## config.mk

```make
export PLATFORM = sky130hd
export DESIGN_NAME = rgb_pwm_driver
export DESIGN_NICKNAME = d
export VERILOG_FILES = /design/src/rtl/rgb_pwm_driver_pkg.sv /design/src/rtl/rgb_pwm_driver_pwm_channel.sv /design/src/rtl/rgb_pwm_driver.sv
export SDC_FILE = /design/constraint.sdc
export NUM_CORES = 1
export LEC_CHECK = 0
export ABC_AREA = 0
export CORE_MARGIN = 2
export CORE_UTILIZATION = 40
export DETAILED_ROUTE_END_ITERATION = 6
export GPL_TIMING_DRIVEN = 0
export SLEW_MARGIN = 20
export SYNTH_ARGS = -nofsm -noshare
export SYNTH_HDL_FRONTEND = slang
export SYNTH_SLANG_ARGS = --single-unit
export TNS_END_PERCENT = 50
```

## constraint.sdc

```tcl
create_clock -name clk -period 3 [get_ports clk]
set_input_delay 0.6 -clock clk [delete_from_list [all_inputs] [get_ports clk]]
set_output_delay 0.6 -clock clk [all_outputs]
set_load 0.02 [all_outputs]
```

## src/rtl/rgb_pwm_driver_pkg.sv

```systemverilog
// Shared definitions for the RGB PWM driver: channel width, colour word layout
// and the PWM full-scale constant.
package rgb_pwm_driver_pkg;

  localparam int unsigned CH_W     = 8;
  localparam int unsigned COLOUR_W = 3 * CH_W;

  // Field offsets inside the packed {R,G,B} colour word.
  localparam int unsigned R_OFS = 2 * CH_W;
  localparam int unsigned G_OFS = CH_W;
  localparam int unsigned B_OFS = 0;

  // Full-scale duty; the period counter tops out one below it, so a duty of
  // PWM_MAX keeps the output high for the whole period.
  localparam logic [CH_W-1:0] PWM_MAX = {CH_W{1'b1}};
  localparam logic [CH_W-1:0] CNT_MAX = PWM_MAX - 1'b1;

  typedef struct packed {
    logic [CH_W-1:0] r;
    logic [CH_W-1:0] g;
    logic [CH_W-1:0] b;
  } colour_t;

  // Split a packed colour word into its three channels.
  function automatic colour_t unpack_colour(input logic [COLOUR_W-1:0] word);
    colour_t c;
    c.r = word[R_OFS +: CH_W];
    c.g = word[G_OFS +: CH_W];
    c.b = word[B_OFS +: CH_W];
    return c;
  endfunction

endpackage

```

## src/rtl/rgb_pwm_driver_pwm_channel.sv

```systemverilog
// One PWM output: compares the shared period count against this channel's
// duty and registers the result.
module pwm_channel
  import rgb_pwm_driver_pkg::*;
(
  input  logic            clk,
  input  logic            rst_n,
  input  logic            run,
  input  logic [CH_W-1:0] cnt,
  input  logic [CH_W-1:0] duty,
  output logic            pwm
);

  // Drive high while the period count is below the duty; forced low when idle.
  // NOTE: sequential state uses non-blocking assignments so every flop samples
  // pre-edge values regardless of block evaluation order.
  always_ff @(posedge clk or negedge rst_n) begin
    if (!rst_n) pwm <= 1'b0;
    else        pwm <= run && (cnt < duty);
  end

endmodule

```

## src/rtl/rgb_pwm_driver.sv

```systemverilog
// RGB LED PWM driver: buffers one pending colour behind a valid/ready
// handshake and applies it to the three PWM channels only at period
// boundaries, so the LED never shows a torn colour.
module rgb_pwm_driver
  import rgb_pwm_driver_pkg::*;
#(
  parameter int unsigned PRESCALE = 4
) (
  input  logic                clk,
  input  logic                rst_n,
  input  logic                sys_on,
  input  logic [COLOUR_W-1:0] colour_in,
  input  logic                colour_valid,
  output logic                colour_ready,
  output logic                pwm_r,
  output logic                pwm_g,
  output logic                pwm_b,
  output logic                period_start
);

  localparam int unsigned     PS_W    = (PRESCALE > 1) ? $clog2(PRESCALE) : 1;
  localparam logic [PS_W-1:0] PS_LAST = PS_W'(PRESCALE - 1);

  logic            sys_on_q;
  logic            run;
  logic            tick;
  logic            boundary;
  logic            take;
  logic [PS_W-1:0] ps_cnt;
  logic [CH_W-1:0] cnt;
  logic            pending_full;
  colour_t         pending;
  colour_t         active;

  // The cycle sys_on rises is spent announcing the new period, so counting
  // begins at cnt=0 on the cycle period_start is high.
  assign run          = sys_on && sys_on_q;
  assign tick         = run && (ps_cnt == PS_LAST);
  assign boundary     = tick && (cnt == CNT_MAX);
  assign colour_ready = !pending_full;
  assign take         = colour_valid && colour_ready;

  // Remember sys_on to detect the off->on transition.
  always_ff @(posedge clk or negedge rst_n) begin
    if (!rst_n) sys_on_q <= 1'b0;
    else        sys_on_q <= sys_on;
  end

  // Prescaler: 0..PRESCALE-1, held at 0 while idle.
  always_ff @(posedge clk or negedge rst_n) begin
    if (!rst_n)             ps_cnt <= '0;
    else if (!run || tick)  ps_cnt <= '0;
    else                    ps_cnt <= ps_cnt + 1'b1;
  end

  // Period counter: advances per tick over 0..CNT_MAX, held at 0 while idle.
  always_ff @(posedge clk or negedge rst_n) begin
    if (!rst_n)     cnt <= '0;
    else if (!run)  cnt <= '0;
    else if (tick)  cnt <= (cnt == CNT_MAX) ? '0 : cnt + 1'b1;
  end

  // Flag the first cycle of each period, including the one started by sys_on.
  always_ff @(posedge clk or negedge rst_n) begin
    if (!rst_n) period_start <= 1'b0;
    else        period_start <= (sys_on && !sys_on_q) || boundary;
  end

  // Pending/active colour buffers: a boundary moves pending into active; new
  // words only ever land in pending, never straight into active.
  // NOTE: the colour data registers are reset as well as the full flag, so a
  // boundary can never copy an uninitialised word into active.
  always_ff @(posedge clk or negedge rst_n) begin
    if (!rst_n) begin
      pending_full <= 1'b0;
      pending      <= '0;
      active       <= '0;
    end else if (boundary && pending_full) begin
      active       <= pending;
      pending_full <= 1'b0;
    end else if (take) begin
      pending      <= unpack_colour(colour_in);
      pending_full <= 1'b1;
    end
  end

  pwm_channel u_ch_r (
    .clk   (clk),
    .rst_n (rst_n),
    .run   (run),
    .cnt   (cnt),
    .duty  (active.r),
    .pwm   (pwm_r)
  );

  pwm_channel u_ch_g (
    .clk   (clk),
    .rst_n (rst_n),
    .run   (run),
    .cnt   (cnt),
    .duty  (active.g),
    .pwm   (pwm_g)
  );

  pwm_channel u_ch_b (
    .clk   (clk),
    .rst_n (rst_n),
    .run   (run),
    .cnt   (cnt),
    .duty  (active.b),
    .pwm   (pwm_b)
  );

endmodule

```

After elaboration in Yosys (flattened, before gate mapping)
Index checks and enable logic that the tools add are counted.

Word-level logic and storage cells: 45. Input bits: 28. Register bits: 64. Output and inout port bits: 5.

$lt $le $gt $ge: 3. Equality and inequality tests: 3. $add $sub $neg: 2. Reduce and logical (&&, ||, !) cells: 16. Bitwise gates (word level): 1. Muxes and demuxes: 6.

Operator list (count): less-than comparator 8 bit (3); 2-to-1 mux 8 bit (3); logical AND 1 bit (9); adder 8 x 1 -> 8 bit, second input constant (1); == test 8 bit, second input constant (1); logical NOT 1 bit (3); adder 2 x 1 -> 2 bit, second input constant (1); == test 2 bit, second input constant (1); logical OR 1 bit (2); 2-to-1 mux 1 bit (2); 2-to-1 mux 2 bit (1); != test 2 x 1 -> 1 bit, second input constant (1); AND reduction 2 bit (1); nonzero test 2 bit (1); inverter 1 bit (1).

Longest topological paths before layout
Gate-level depths: netlist of the first run.

Depth after elaboration: 6. Gate-level depth with buffers: 7. Depth with buffers taken out: 5.

Cells and area by module
Synthesis of the first run repeated with hierarchy kept, for this count alone.

Cell total of the unflattened synthesis: 253. Area total of the unflattened synthesis: 3095.5 µm².

By module, submodules not included: rgb_pwm_driver (cells each 172, area each 2463.6 µm², instances 1); pwm_channel (u_ch_b ...) (cells each 27, area each 209.0 µm², instances 2); pwm_channel (u_ch_r) (cells each 27, area each 214.0 µm², instances 1).

Least setup slack after synthesis of the first run
Ideal clock, no wire load.

Path kind: reg-to-reg. From: register cnt[0]. To: register active[10] in the netlist's numbering. Setup slack: 1.103 ns. Cell stages (with the launch flop): 8. Period minus slack after synthesis: 1.897 ns. Data required time: 2.875 ns. Setup time: 0.125 ns. Arrival time: 1.772 ns. Cell sequence: dfrtp_1 > clkbuf_1 > inv_1 > ha_1 > nand3_1 > nor4_4 > buf_6 > mux2_2.

Longest elaborated chain between the ends: 3.

RTL lines: start: declaration (line rgb_pwm_driver.sv:30) `logic [CH_W-1:0] cnt;`; start signal: assignment (line rgb_pwm_driver.sv:60) `else if (tick) cnt <= (cnt == CNT_MAX) ? '0 : cnt + 1'b1;`; == test 8 bit (line rgb_pwm_driver.sv:39) `assign boundary = tick && (cnt == CNT_MAX);`; logical AND 1 bit (line rgb_pwm_driver.sv:39); logical AND 1 bit (line rgb_pwm_driver.sv:78) `end else if (boundary && pending_full) begin`; end signal: assignment (line rgb_pwm_driver.sv:79) `active <= pending;`; end: declaration (line rgb_pwm_driver.sv:33) `colour_t active;`.

No other way between the ends. A chain may end at the register's enable or synchronous reset.

Worst setup path in the final report of the first run
From: input port sys_on. To: register active[11] in the netlist's numbering.

Longest elaborated chain between the ends: 4.

RTL lines: start: declaration (line rgb_pwm_driver.sv:11) `input logic sys_on,`; logical AND 1 bit (line rgb_pwm_driver.sv:37) `assign run = sys_on && sys_on_q;`; logical AND 1 bit (line rgb_pwm_driver.sv:38) `assign tick = run && (ps_cnt == PS_LAST);`; logical AND 1 bit (line rgb_pwm_driver.sv:39); logical AND 1 bit (line rgb_pwm_driver.sv:78).

No other way between the ends.

==> results of run 1 <==
-- cells in the mapped netlist (all sizes together), types with 2 or more instances --
| library cell | number | share of area |
|---|---|---|
| inv | 25 | 0.030 |
| nor2 | 5 | 0.0061 |
| o21ai | 2 | 0.0032 |
| o21a | 3 | 0.0073 |
| o31a | 4 | 0.011 |
| o31ai | 3 | 0.0073 |
| nand3 | 5 | 0.0081 |
| nand2b | 3 | 0.0061 |
| o211ai | 2 | 0.0049 |
| ha | 24 | 0.097 |
| dfrtp | 64 | 0.52 |
| nand2 | 6 | 0.0073 |
| a311oi | 3 | 0.0085 |
| a21o | 3 | 0.0073 |
| a21oi | 8 | 0.013 |
| clkbuf | 6 | 0.0073 |
| a2111oi | 6 | 0.017 |
| mux2 | 49 | 0.18 |
| nand4 | 5 | 0.012 |
| nor2b | 2 | 0.0040 |
| buf | 4 | 0.011 |
| and4 | 3 | 0.0085 |
-- area by class of cell --
cell class / count / area, um2 / share of cell area
plain buffers: 10 / 57.6 / 0.0154
clock buffers: 9 / 124 / 0.0332
clock inverters: 7 / 47.5 / 0.0128
inverters: 25 / 93.8 / 0.0252
multi-input cells: 145 / 1340 / 0.359
flip-flops and latches: 64 / 1600 / 0.430
well taps: 102 / 128 / 0.0343
repair buffers: 33 / 338 / 0.0907
-- report_power, final --
part	internal, mW	switching (mW)	leakage [nW]	total (mW)
Sequential	0.903	0.0184	0.847	0.921
Clock	0.298	0.340	0.0854	0.639
Combinational	0.0637	0.0362	0.724	0.100
Total	1.26	0.395	1.66	1.66
-- per-stage QoR --
step	setup TNS [ns]	setup slack (ns)	hold slack (ns)	power (mW)
3_5_place_dp	0	0.289	0.432	1.04
3_3_place_gp	-52.77	-0.827	0.431	1.04
5_1_grt	0	0.478	0.198	1.75
2_1_floorplan	0	1.10	0.304	0.972
6_report	0	0.681	0.182	1.66
4_1_cts	0	0.648	0.181	1.69
-- worst register-to-register path, stage by stage, from the launching register on --
cell and delay (ns):
dfrtp_1 0.39, clkbuf_1 0.24, inv_1 0.14, ha_1 0.22
nand3_1 0.13, nor4_4 0.49, buf_6 0.24, mux2_2 0.35
-- worst min-delay path by stage --
stage	start	end	slack, ns	depth (start not counted)
floorplan	rst_n	active[0]	0.30	0
global placement	ps_cnt[0]	ps_cnt[0]	0.43	1
detailed placement	ps_cnt[0]	ps_cnt[0]	0.43	1
global route	rst_n	cnt[1]	0.20	1
finish	rst_n	pending[0]	0.18	1
CTS	rst_n	pending[0]	0.18	1
-- logic make-up after synthesis --
logic type	synth area share
buffers and inverters	0.0490
AND/OR/NAND/NOR	0.0697
AO/OA/AOI/OAI	0.0871
flip-flops	0.518
multiplexers	0.179
adder cells (fa/ha/maj)	0.0972
-- state kept, by name, indices dropped and copies added (netlist names) --
register	count
pending	24
u_ch_r.pwm	1
sys_on_q	1
u_ch_b.pwm	1
active	24
ps_cnt	2
period_start	1
u_ch_g.pwm	1
pending_full	1
cnt	8
-- per-layer routing --
layer | vias to the layer above | global-route usage
met5 | - | 0
met4 | 0 | 0.0609
met3 | 10 | 0.0509
met2 | 49 | 0.214
met1 | 1013 | 0.198
li1 | 969 | -
==> results_dict.tcl, run 1 <==
set metrics [dict create \
    final_common_cell "dfrtp_1" \
    endpoint "active[11]" \
    cp-startpoint "sys_on" \
    drv_slew 0 \
    cp_num_cells 5 \
    r2r_start "cnt[0]" \
    antenna_found_initial 0 \
    rsz0062_at_grt "false" \
    fin_nets 340 \
    clockRootBuffer "clkbuf_8" \
    top_layer_used "met4" \
    synth.distinct_cells 34 \
    routedWlPerCell_um 14.2 \
    final_area_um2 3730 \
    drtIter0Drc 135 \
    drtPass1Iterations 4 \
    synthFlopType "dfrtp_1" \
    grt_max_degree 36 \
    crit_family "simple AND/OR/NAND/NOR gates" \
    place_area_um2 3550 \
    layout_min_cycle_time_ns 2.32 \
    overflow 0 \
    slowest_delay_ns 0.65 \
    post_cts_resized 0 \
    final_cell_mix "64 x dfrtp_1, 49 x mux2_2, 31 x clkdlybuf4s50_1, 25 x inv_1, 24 x ha_1" \
    clock_skew_ns 0.00525 \
    hold_path.class "input port to async pin" \
    start_util 0.406 \
    dr_total_vias 2041 \
    cts_made_buffers 9 \
    r2r_end "active[11]" \
    ir_drop_mv 0.268 \
    p_leak_nw 1.66 \
    synth_cells 244 \
    rrSetupSlack_ns 0.70 \
    drtAntennaViolNets 0 \
    fmax_mhz 431 \
    met2_length_um 2600 \
    ys_seq_elements 64 \
    fillers 714 \
    final-setup-viol-count 0 \
    n_antenna_cell 0 \
    slowest_stage "nor4_4" \
    syn_area_per_cell_um2 12.7 \
    portBuffers 32 \
    status "complete, no violations" \
    reg2reg_depth 7 \
    path_max_fanout 10 \
    end_kind "flip-flop" \
    area_delta_synth_final_pct 20.6 \
    clock_latency_ns 0.34 \
    fin_crit_sh 0.773 \
    async_reset_ff_frac 1.00 \
    wl_met3_um 259 \
    power_density_nw_per_um2 445 \
    worstMarginPinSlew_ns 0.610 \
    critical_path.cell_chain "clkdlybuf4s50_1 -> nand2_1 -> nor4_4 -> buf_6 -> mux2_2" \
    path_class "input port to flip-flop" \
    seq_area_frac_synth 0.518 \
    synth_warnings 0 \
    path_buf_inv 2 \
    die_w_um 91.9 \
    drt_wl_total_um 5610 \
    worst_setup_path_start_kind "input port" \
    finalNonFillerCells 395 \
    drc 0 \
    synth_edf_count 0 \
    worst_ep_required_time_ns 3.23 \
    track_usage 0.146 \
    place_inst 379 \
    clkTransAtPathRegs_ns 0.07 \
    dp_hpwl_um 3840 \
    pin_count 33 \
    clkSinkCount 64 \
    gp_congestion 0.847 \
    slew-limit-headroom 0.590 \
    drv_cap 0 \
    netlist_area_um2 3090 \
    cts_tree "built" \
    grt_pass1_vias 1901 \
    clockBufferDepth 2 \
    htreeDepth 3 \
    grt_pass1_wl_um 9380 \
    drive_above_1_share 0.249 \
    crit_arrival_ns 2.55 \
    core-area_um2 7610 \
    wirelength_met1_um 2640 \
    vias_per_cell 5.17 \
    cts_setup_buffers 0 \
    cts_hold_repair.buffers 0 \
    synth_nets 296 \
    final-hold-violation-count 0 \
    die_y_um 91.9 \
    die_area_um2 8440 \
    utilization 0.490 \
    core.rowCount 32 \
]
Power figures use the tool's default switching activity.
==> run 2, diff against run 1 <==
==> constraint.sdc (replaced) <==
create_clock -name clk -period 2.1 [get_ports clk]
set_input_delay 0.42 -clock clk [delete_from_list [all_inputs] [get_ports clk]]
set_output_delay 0.42 -clock clk [all_outputs]
set_load 0.02 [all_outputs]
==> results_dict.tcl, run 2 (synthesis gave the netlist of run 1 again) <==
set metrics [dict create \
    clockBufferDepth 2 \
    top_layer_used "met4" \
    clockRootBuffer "clkbuf_8" \
    slowest_delay_ns 0.47 \
    dr_total_vias 2060 \
    die_w_um 91.9 \
    seqPwrFrac 0.554 \
    power_density_nw_per_um2 629 \
    overflow 0 \
    drv_slew 0 \
    clkTransAtPathRegs_ns 0.07 \
    track_usage 0.147 \
    dp_hpwl_um 3840 \
    endpoint "pending[19]" \
    cts_made_buffers 9 \
    crit_arrival_ns 2.22 \
    p_leak_nw 1.69 \
    crit_family "buffers and inverters" \
    fin_crit_sh 0.948 \
    power.internal_mw 1.81 \
    holdWs_ns 0.00157 \
    r2r_start "cnt[0]" \
    final_common_cell "dfrtp_1" \
    drv_cap 0 \
    r2r_end "active[11]" \
    cts_hold_repair.buffers 0 \
    die_y_um 91.9 \
    clock_skew_ns 0.00678 \
    drive_above_1_share 0.274 \
    rrSetupSlack_ns 0.16 \
    path_class "input port to flip-flop" \
    worstMarginPinSlew_ns 0.518 \
    final-hold-violation-count 0 \
    path_max_fanout 10 \
    fillers 711 \
    core.rowCount 32 \
    antenna_found_initial 0 \
    reg2reg_depth 7 \
    cp_num_cells 5 \
    htreeDepth 3 \
    area_delta_synth_final_pct 22.3 \
    swShare 0.239 \
    status "complete, no violations" \
    final_cell_mix "62 x dfrtp_1, 49 x mux2_2, 31 x clkdlybuf4s50_1, 25 x inv_1, 24 x ha_1" \
    critPathMostFrequentCell "clkbuf_1" \
    reg_top3 "active (24), pending (24), cnt (8)" \
    grt_pass1_vias 1927 \
    n_antenna_cell 0 \
    clock_latency_ns 0.34 \
    tns_ns 0 \
    met2_length_um 2650 \
    drtAntennaViolNets 0 \
    end_kind "flip-flop" \
    wirelength_met1_um 2690 \
    gp_congestion 0.847 \
    utilization 0.497 \
    clock_power_share 0.386 \
    pin_count 33 \
    portBuffers 32 \
    drtIter0Drc 123 \
    drt_wl_total_um 5710 \
    grt_max_degree 36 \
    worst_ep_required_time_ns 2.33 \
    ir_drop_mv 0.383 \
    die_area_um2 8440 \
    cp-startpoint "colour_valid" \
    cts_tree "built" \
    fin_nets 346 \
    p_sw_mw 0.567 \
    vias_per_cell 5.14 \
    hold_path.class "input port to async pin" \
    slowest_stage "clkdlybuf4s50_1" \
    grt_pass1_wl_um 9460 \
    wl_met3_um 280 \
    pwr-share-comb 0.060 \
    drtPass1Iterations 4 \
    critical_path.cell_chain "clkdlybuf4s50_1 -> nor2b_1 -> clkbuf_1 -> clkbuf_1 -> mux2_2" \
    final-setup-viol-count 0 \
    rsz0062_at_grt "true" \
    layout_min_cycle_time_ns 1.99 \
    clkSinkCount 64 \
    routedWlPerCell_um 14.2 \
    fmax_mhz 502 \
    start_util 0.406 \
    drc 0 \
    worst_setup_path_start_kind "input port" \
    core-area_um2 7610 \
    path_buf_inv 3 \
    slew-limit-headroom 0.655 \
]
[run 2: timing repair]
item	CTS	global route
endpoints found under the setup margin	24	27
buffers inserted	3	4
pin swaps	1	0
gates resized for setup	0	2
[run 2: worst min-delay path by stage]
stage	start	to	slack, ns	depth (start not counted)
after floorplan	rst_n	active[0]	0.12	0
final	rst_n	cnt[7]	0.002	1
after global routing	rst_n	active[3]	0.02	1
after CTS	rst_n	pending[0]	0.001	1
after detailed placement	rst_n	cnt[0]	0.38	1
after global placement	ps_cnt[0]	ps_cnt[0]	0.43	1
[run 2: layout make-up]
class                           instances  area [um2]  share of cell area
Inverter                               25        93.8              0.0248
Clock inverter                          7        47.5              0.0126
Clock buffer                            9         124              0.0328
Timing Repair Buffer                   40         390               0.103
Sequential cell                        64        1600               0.425
Multi-Input combinational cell        145        1340               0.354
Buffer                                  9        53.8              0.0142
Tap cell                              102         128              0.0338
[run 2: power by group through the flow]
stage	logic (mW)	clock network, mW	registers [mW]
2_1_floorplan	0.0566	0	1.33
3_5_place_dp	0.146	0	1.34
3_3_place_gp	0.140	0	1.34
6_report	0.143	0.916	1.32
5_1_grt	0.160	1.02	1.32
4_1_cts	0.146	0.955	1.32
[run 2: per-layer routing]
metal / vias to the layer above / GRT usage
li1: 980 / -
met1: 1019 / 0.199
met2: 52 / 0.219
met3: 9 / 0.0485
met4: 0 / 0.0609
met5: - / 0
[run 2: per-stage QoR]
stage                     area, um2  std cells  setup WS, ns  power [mW]
after floorplan                3090        244         0.203        1.39
after global placement         3540        378         -1.55        1.48
after detailed placement       3550        379        -0.431        1.49
after CTS                      3740        397       0.00125        2.42
after global routing           3780        401       -0.0167        2.50
final                          3780        401         0.108        2.37
